`src/rtl/raw10_unpacker.sv`:
```
// raw10_unpacker
// Unpacks MIPI RAW10 (5 bytes -> 4 x 10-bit pixels) from 32-bit byte-aligned
// payload words through an 8-byte gearbox. No backpressure.
//
// Ports:
//   clk, rst       sole clock; asynchronous active-high reset
//   aligned_data   payload word, byte 0 = [7:0] is first on the wire
//   data_valid     aligned_data valid this cycle
//   end_of_packet  last payload beat of a line (qualified by data_valid)
//   pixel_data     P0=[9:0] .. P3=[39:30], held between pulses
//   pixel_valid    one-cycle pulse per group
//   line_end       one-cycle pulse closing a line
//   line_pixels    pixel count of the last completed line
//   fmt_error      sticky: a line length was not a multiple of 5 bytes
module raw10_unpacker #(
  parameter int DATA_WIDTH = 32
) (
  input  logic                  clk,
  input  logic                  rst,
  input  logic [DATA_WIDTH-1:0] aligned_data,
  input  logic                  data_valid,
  input  logic                  end_of_packet,
  output logic [39:0]           pixel_data,
  output logic                  pixel_valid,
  output logic                  line_end,
  output logic [15:0]           line_pixels,
  output logic                  fmt_error
);

  // Bytes above cnt_q are always kept zero, so appending is a plain OR.
  logic [63:0] byte_buf;
  logic [3:0]  cnt_q;
  logic [15:0] pix_cnt;

  logic [63:0] merged;
  logic [63:0] shifted;
  logic [3:0]  cnt_sum;
  logic [3:0]  cnt_rem;
  logic        emit;
  logic        eop_beat;
  logic [39:0] unpacked;
  logic [15:0] pix_next;

  always_comb begin
    merged   = byte_buf | (64'(aligned_data) << {cnt_q, 3'b000});
    cnt_sum  = cnt_q + 4'd4;
    emit     = data_valid && (cnt_sum >= 4'd5);
    eop_beat = data_valid && end_of_packet;
    shifted  = merged >> 40;
    cnt_rem  = emit ? (cnt_sum - 4'd5) : cnt_sum;
    unpacked = '0;
    for (int unsigned n = 0; n < 4; n++) begin
      unpacked[n*10 +: 10] = {merged[n*8 +: 8], merged[32 + 2*n +: 2]};
    end
    pix_next = pix_cnt;
    if (emit) begin
      pix_next = (pix_cnt > 16'd65531) ? 16'hFFFF : pix_cnt + 16'd4;
    end
  end

  always_ff @(posedge clk or posedge rst) begin
    if (rst) begin
      byte_buf    <= '0;
      cnt_q       <= '0;
      pix_cnt     <= '0;
      pixel_data  <= '0;
      pixel_valid <= 1'b0;
      line_end    <= 1'b0;
      line_pixels <= '0;
      fmt_error   <= 1'b0;
    end else begin
      pixel_valid <= emit;
      line_end    <= eop_beat;
      if (emit) begin
        pixel_data <= unpacked;
      end
      if (eop_beat) begin
        // Line closes: any residual bytes are dropped and flagged.
        byte_buf    <= '0;
        cnt_q       <= '0;
        pix_cnt     <= '0;
        line_pixels <= pix_next;
        if (cnt_rem != 4'd0) begin
          fmt_error <= 1'b1;
        end
      end else if (data_valid) begin
        byte_buf <= emit ? shifted : merged;
        cnt_q    <= cnt_rem;
        pix_cnt  <= pix_next;
      end
    end
  end

endmodule
```
`config.mk`:
```
export PLATFORM = sky130hd
export DESIGN_NAME = raw10_unpacker
export DESIGN_NICKNAME = d
export VERILOG_FILES = /design/src/rtl/raw10_unpacker.sv
export SDC_FILE = /design/constraint.sdc
export NUM_CORES = 1
export LEC_CHECK = 0
export BUFFER_PORTS_ARGS = -buffer_cell sky130_fd_sc_hd__buf_2
export CAP_MARGIN = 20
export CORE_ASPECT_RATIO = 0.75
export CORE_MARGIN = 2
export CORE_UTILIZATION = 58
export DETAILED_ROUTE_END_ITERATION = 7
export HOLD_SLACK_MARGIN = 0.12
export PLACE_DENSITY = 0.8
export SYNTH_ARGS = -nofsm -noshare
export SYNTH_HDL_FRONTEND = slang
export SYNTH_SLANG_ARGS = --single-unit
export TNS_END_PERCENT = 10
```
`constraint.sdc`:
```
create_clock -name clk -period 5.6 [get_ports clk]
set_clock_uncertainty 0.05 [all_clocks]
set_input_delay 0.28 -clock clk [delete_from_list [all_inputs] [get_ports clk]]
set_output_delay 0.28 -clock clk [all_outputs]
set_load 0.05 [all_outputs]
```
==> results of run 1 <==
## through the flow
step	cells	worst slack [ps]	area, sq um	total power, uW	utilization
floorplan	759	1430	7280	3360	-
global placement	971	2100	7760	3880	0.633
detailed placement	973	1890	7780	3960	0.635
CTS	1006	1860	8380	5100	0.684
global route	1006	1550	8380	5420	0.684
finish	1006	1780	8380	5130	0.684
## cell usage after synthesis (3+ instances only)
library cell | number | share of area
o22ai_1 | 11 | 0.0094
nand2b_1 | 3 | 0.0026
a221oi_1 | 7 | 0.0084
ha_1 | 5 | 0.0086
nand2_1 | 99 | 0.051
nor2b_1 | 10 | 0.0086
a21o_1 | 5 | 0.0052
a22o_1 | 12 | 0.014
xnor2_1 | 7 | 0.0084
o21ai_1 | 7 | 0.0048
clkbuf_1 | 29 | 0.015
buf_4 | 3 | 0.0031
nor3_1 | 5 | 0.0034
buf_1 | 3 | 0.0015
mux2i_1 | 11 | 0.015
o2bb2ai_1 | 15 | 0.018
and2_1 | 4 | 0.0034
buf_6 | 3 | 0.0046
and4_1 | 3 | 0.0036
inv_1 | 10 | 0.0052
o21ai_0 | 51 | 0.035
and3_1 | 3 | 0.0026
nor2_1 | 56 | 0.029
o211ai_1 | 4 | 0.0041
a31oi_1 | 4 | 0.0034
buf_2 | 18 | 0.012
o31ai_1 | 4 | 0.0041
nor3_2 | 3 | 0.0041
and3b_1 | 10 | 0.012
a21oi_1 | 104 | 0.071
mux2_2 | 21 | 0.032
a211oi_1 | 21 | 0.022
o21a_1 | 4 | 0.0041
dfrtp_1 | 143 | 0.49
nand3_1 | 6 | 0.0041
o22a_1 | 13 | 0.016
## repair_timing
action	in CTS	in global routing
gates resized for setup	0	0
hold endpoints to repair	95	0
hold buffers	1	0
## final cells by class
type	count	area, sq um
well taps	166	208
inverters	12	50.0
clock inverters	12	124
repair buffers	105	559
fillers	1005	3880
clock buffers	20	467
multi-input cells	548	3390
flip-flops and latches	143	3580
## kinds of logic (layout without fill, tap and decap cells)
| group | count (synthesis) | in the layout | share of synthesized area |
|---|---|---|---|
| flip-flops | 143 | 143 | 0.491 |
| AND/OR/NAND/NOR | 220 | 220 | 0.151 |
| AO/OA/AOI/OAI | 281 | 281 | 0.245 |
| XOR/XNOR | 9 | 9 | 0.0108 |
| buffers and inverters | 68 | 149 | 0.0428 |
| adder cells (fa/ha/maj) | 5 | 5 | 0.00859 |
| multiplexers | 33 | 33 | 0.0507 |
## state kept, by name, summed over array words and instances (netlist names)
register,count
byte_buf,64
cnt_q,4
fmt_error,1
line_end,1
line_pixels,16
pix_cnt,16
pixel_data,40
pixel_valid,1
## power by group through the flow
stage	combinational, uW	sequential (uW)	clock, uW
finish	2490	1510	1130
CTS	2460	1510	1130
detailed placement	2440	1520	0
floorplan	1420	1940	0
global placement	2370	1510	0
global route	2690	1550	1180
## per-layer routing
metal / track usage / vias to the layer above / routed length (microns)
met5: 0 / - / 0
met4: 0.101 / 0 / 470
met3: 0.0830 / 37 / 1680
met2: 0.487 / 289 / 9080
met1: 0.456 / 3141 / 9050
li1: - / 2887 / -
## how the worst min path moves through the flow
| stage | cells after the start | slack (ps) | endpoint | from |
|---|---|---|---|---|
| detailed placement | 2 | 410 | pixel_data[1] | pixel_data[1] |
| CTS | 3 | 180 | byte_buf[0] | aligned_data[0] |
| finish | 3 | 190 | byte_buf[0] | aligned_data[0] |
| floorplan | 2 | 390 | cnt_q[2] | data_valid |
| global route | 3 | 210 | pixel_data[2] | aligned_data[0] |
| global placement | 2 | 400 | pixel_data[1] | pixel_data[1] |
## layout by cell type (no fill, tap or decap), drive strengths merged, types with 4 or more instances in the layout
| cell | synthesis | routed |
|---|---|---|
| o22ai | 11 | 11 |
| a221oi | 7 | 7 |
| a21o | 5 | 5 |
| nor2 | 57 | 57 |
| o21ai | 58 | 58 |
| nand3 | 8 | 8 |
| nor2b | 10 | 10 |
| mux2 | 21 | 21 |
| o211ai | 4 | 4 |
| clkinv | 1 | 6 |
| buf | 27 | 104 |
| clkbuf | 29 | 20 |
| o2bb2ai | 15 | 15 |
| o31ai | 4 | 4 |
| ha | 5 | 5 |
| a31oi | 4 | 4 |
| a21oi | 105 | 105 |
| and3b | 10 | 10 |
| and4 | 4 | 4 |
| nor3 | 10 | 10 |
| nand2b | 4 | 4 |
| dfrtp | 143 | 143 |
| nand2 | 100 | 100 |
| o21a | 4 | 4 |
| o22a | 13 | 13 |
| inv | 11 | 15 |
| a41oi | 4 | 4 |
| xnor2 | 7 | 7 |
| mux2i | 11 | 11 |
| a22o | 12 | 12 |
| and2 | 4 | 4 |
| a211oi | 21 | 21 |
## critical path, stage by stage, from the launching register on
cell and delay (ps):
dfrtp_1 950, inv_1 350, ha_1 540, a211o_1 620, nor3_2 810, a21oi_1 200, o22ai_1 200
==> results.py, run 1 <==
metrics = {
    "worst_setup_path": {
        "cp_data_required_time_ps": 5880,
        "critical_path.startpoint": "cnt_q[2]",
        "r2r_slack_ps": 1780,
        "r2r_start": "cnt_q[2]",
        "path_max_fanout": 28,
        "r2r-end": "byte_buf[16]",
        "crit_path_start_kind": "register",
        "r2r_cells": 6,
        "worstPathArrival_ps": 4100,
        "worstSetupPathType": "reg -> reg",
        "cp-endpoint": "byte_buf[16]",
        "end_kind": "register",
    },
    "placed_design": {
        "gp_congestion": 0.900,
        "hpwl_microns": 13700,
        "numPortBuffers": 94,
    },
    "synthesis": {
        "synthFlopType": "dfrtp_1",
        "ys_types": 68,
        "synth_fp_nets": 800,
        "yosys_warnings": 0,
        "syn_avg_cell_area_sq_um": 9.60,
        "netlist_area_sq_mm": 0.00728,
        "ys_seq_elements": 143,
        "ys_seq_area_frac": 0.491,
        "async_reset_ff_frac": 1.00,
        "syn_inst": 759,
        "synth-edff-count": 0,
    },
    "clock_network": {
        "root_buffer": "clkbuf_16",
        "cts_tree": "done",
        "clkTransAtPathRegs_ps": 60,
        "cts.sinks": 143,
        "cts_setup_buffers": 0,
        "cts_buffer_depth": 2,
        "worstSkewPairLatency_ps": 430,
        "htreeDepth": 4,
        "cts_buffers": 17,
    },
    "power": {
        "power_density_mw_per_mm2": 612,
        "intPower_uw": 2730,
        "clock_power_share": 0.220,
        "ir_drop_v": 0.000410,
        "leakage_uw": 0.00380,
        "p_switching_uw": 2400,
        "swShare": 0.467,
        "p_comb_frac": 0.485,
        "seq_power_share": 0.295,
    },
    "status": {
        "outcome": "finished clean",
    },
    "cells_and_area": {
        "antennaDiodeCount": 0,
        "drive_gt1_frac": 0.214,
        "syn_to_final_growth_pct": 15.1,
        "nets": 868,
    },
    "route": {
        "avgRoutedWirePerCell_microns": 20.2,
        "drcViolationCount": 0,
        "viasPerCell": 6.32,
        "first_pass_iters": 4,
        "drt_iter0_markers": 639,
        "routed-via-count": 6354,
        "drt_wl_total_microns": 20300,
        "antenna_left": 0,
    },
    "min_path": {
        "holdCritPathClass": "in -> reg",
    },
    "floorplan": {
        "die_h_microns": 101,
        "die_width_microns": 133,
        "core_area_sq_mm": 0.0123,
        "start_util": 0.594,
        "io_pins": 95,
        "die_area_sq_mm": 0.0135,
        "rows": 35,
    },
    "sta": {
        "worst_pin_slew_ps": 975,
        "slew_viol_final": 0,
        "hold_viol_final": 0,
        "maxSlewHeadroom": 0.348,
        "grt_setup_unrepaired": "no",
        "final.setup.tns_ps": 0,
        "fin_crit_ps": 3820,
        "holdWs_ps": 186,
        "setup_viol": 0,
        "post-route-period-util": 0.682,
        "max_freq_mhz": 262,
    },
    "global_route": {
        "grt_pass1_vias": 6144,
        "grt_overflow": 0,
        "grt_max_degree": 97,
        "antenna_found_initial": 0,
        "grt_use_total": 0.320,
        "grt_pass1_wl_microns": 33100,
    },
    "flow_run": {
        "drv_cap": 0,
    },
}
(Power assumes the default switching activity.)
==> inputs of run 2 (changes only) <==
- clock period: 5.6 -> 3.67 ns (I/O delays scaled with it)
==> run 2 against run 1 <==
  * Critical path depth rose by 1
  * Critical path type unchanged
  * First-iteration DRC count rose by 3.4%
  * Sequential power rose by 51%
  * Maximum frequency rose by 31%
  * Die area did not move
  * Clock-buffer cell count fell by 1
  * Cell area rose by 1.3%
  * Sequential cell count did not move
  * Via count rose by 2.0%
==> results.py, run 2 (synthesized netlist as in run 1, its figures left out) <==
metrics = {
    "floorplan": {
        "core_area_sq_mm": 0.0123,
        "rows": 35,
        "die_h_microns": 101,
        "die_area_sq_mm": 0.0135,
        "start_util": 0.594,
        "die_width_microns": 133,
        "io_pins": 95,
    },
    "clock_network": {
        "cts_setup_buffers": 0,
        "cts-resized-gates": 0,
        "clkTransAtPathRegs_ps": 60,
        "cts.sinks": 143,
        "cts_buffer_depth": 2,
        "cts_tree": "done",
        "cts_buffers": 17,
        "worstSkewPairLatency_ps": 420,
        "root_buffer": "clkbuf_16",
        "htreeDepth": 4,
    },
    "cells_and_area": {
        "antennaDiodeCount": 0,
        "final_common_cell": "dfrtp_1",
        "syn_to_final_growth_pct": 16.6,
        "fillCellCount": 956,
        "regMostFlops": "byte_buf",
        "nets": 880,
        "largest_reg_flops": 64,
        "top_regs": "byte_buf: 64 flops, pixel_data: 40 flops",
        "stdcell_area_sq_mm": 0.00849,
        "fin_util": 0.693,
        "final_cell_mix": "142 x dfrtp_1, 104 x a21oi_1, 99 x nand2_1",
        "drive_gt1_frac": 0.217,
    },
    "power": {
        "leakage_uw": 0.00385,
        "ir_drop_v": 0.000620,
        "power_density_mw_per_mm2": 936,
        "seq_power_share": 0.287,
        "p_switching_uw": 3670,
        "p_comb_frac": 0.491,
        "clock_power_share": 0.222,
        "intPower_uw": 4280,
        "swShare": 0.461,
    },
    "global_route": {
        "grt_overflow": 0,
        "grt.busiest_layer": "met2",
        "grt_use_total": 0.330,
        "grt_pass1_wl_microns": 33800,
        "grtUsageMet2": 0.492,
        "grt_pass1_vias": 6293,
        "antenna_found_initial": 0,
        "grt_max_degree": 144,
        "grt_util_met1": 0.459,
        "grt_use_met3": 0.0855,
    },
    "placed_design": {
        "gp_congestion": 1.03,
        "numPortBuffers": 94,
        "post_dp_cell_area_sq_mm": 0.00785,
        "hpwl_microns": 14000,
    },
    "worst_setup_path": {
        "worstSetupPathType": "reg -> reg",
        "crit_path_start_kind": "register",
        "end_kind": "register",
        "r2r_cells": 7,
        "r2r_slack_ps": 760,
        "r2r-end": "byte_buf[7]",
        "worstPathArrival_ps": 3140,
        "critical_path.startpoint": "cnt_q[1]",
        "r2r_start": "cnt_q[1]",
        "path_max_fanout": 33,
        "cp_data_required_time_ps": 3910,
        "cp-endpoint": "byte_buf[7]",
    },
    "route": {
        "antenna_left": 0,
        "first_pass_iters": 7,
        "viasPerCell": 6.37,
        "avgRoutedWirePerCell_microns": 20.7,
        "drcViolationCount": 0,
        "drt_iter0_markers": 661,
        "routed-via-count": 6481,
        "drt_wl_total_microns": 21100,
    },
    "flow_run": {
        "drv_cap": 0,
    },
    "sta": {
        "hold_viol_final": 0,
        "fin_crit_ps": 2910,
        "setup_viol": 0,
        "slew_viol_final": 0,
        "holdWs_ps": 147,
        "post-route-period-util": 0.792,
        "final.setup.tns_ps": 0,
        "maxSlewHeadroom": 0.354,
        "max_freq_mhz": 344,
        "worst_pin_slew_ps": 967,
        "grt_setup_unrepaired": "no",
    },
    "status": {
        "outcome": "finished clean",
    },
    "min_path": {
        "holdCritPathClass": "in -> reg",
        "holdPathStages": 4,
    },
}
run 2: cell types whose count changed in the layout (fill, tap and decap cells not counted), moves of 3 or more:
cell / before / now
clkinvlp_4: 2 / 5
clkbuf_8: 3 / 0
buf_4: 9 / 17
dlygate4sd3_1: 1 / 5
clkinv_4: 5 / 1
run 2: worst min path at each step:
stage,startpoint,endpoint,slack (ps)
after CTS,aligned_data[29],byte_buf[53],130
after global placement,pixel_data[13],pixel_data[13],400
after global routing,aligned_data[29],byte_buf[53],150
final,aligned_data[6],pixel_data[8],150
after floorplan,data_valid,cnt_q[2],300
after detailed placement,pixel_data[1],pixel_data[1],400
run 2: what timing repair did:
| item | 4_1_cts | 5_1_grt |
|---|---|---|
| endpoints found under the hold margin | 148 | 0 |
| hold buffers | 5 | 0 |
| setup endpoints to repair | 0 | 0 |
run 2: final cells by class:
class                   count  area [sq um]  share of cell area
flip-flops and latches    143          3580               0.422
multi-input cells         548          3390               0.400
repair buffers            117           668              0.0787
clock buffers              19           433              0.0510
well taps                 166           208              0.0245
clock inverters            12           160              0.0189
inverters                  12          48.8             0.00575
run 2: power groups by stage:
stage	combinational (uW)	sequential, uW	clock, uW
2_1_floorplan	2170	2970	0
6_report	3900	2280	1770
3_3_place_gp	3700	2270	0
3_5_place_dp	3800	2290	0
4_1_cts	3830	2280	1770
5_1_grt	4230	2330	1850
run 2: through the flow:
stage	instances	setup slack (ps)	power (uW)
after floorplan	759	1150	5130
after detailed placement	981	892	6100
after CTS	1017	847	7890
final	1017	765	7950
after global placement	981	1020	5970
after global routing	1017	652	8410
run 2: layer usage:
metal | part of all wire | wire [microns]
met5 | 0 | 0
met4 | 0.034 | 717
met3 | 0.10 | 2110
met2 | 0.44 | 9310
met1 | 0.42 | 8920
run 2: critical path, cell delays in order (launching register included):
cell	delay [ps]
dfrtp_1	390
inv_1	310
ha_1	360
or3b_1	440
nand2_2	390
inv_2	260
buf_4	310
a211oi_1	280
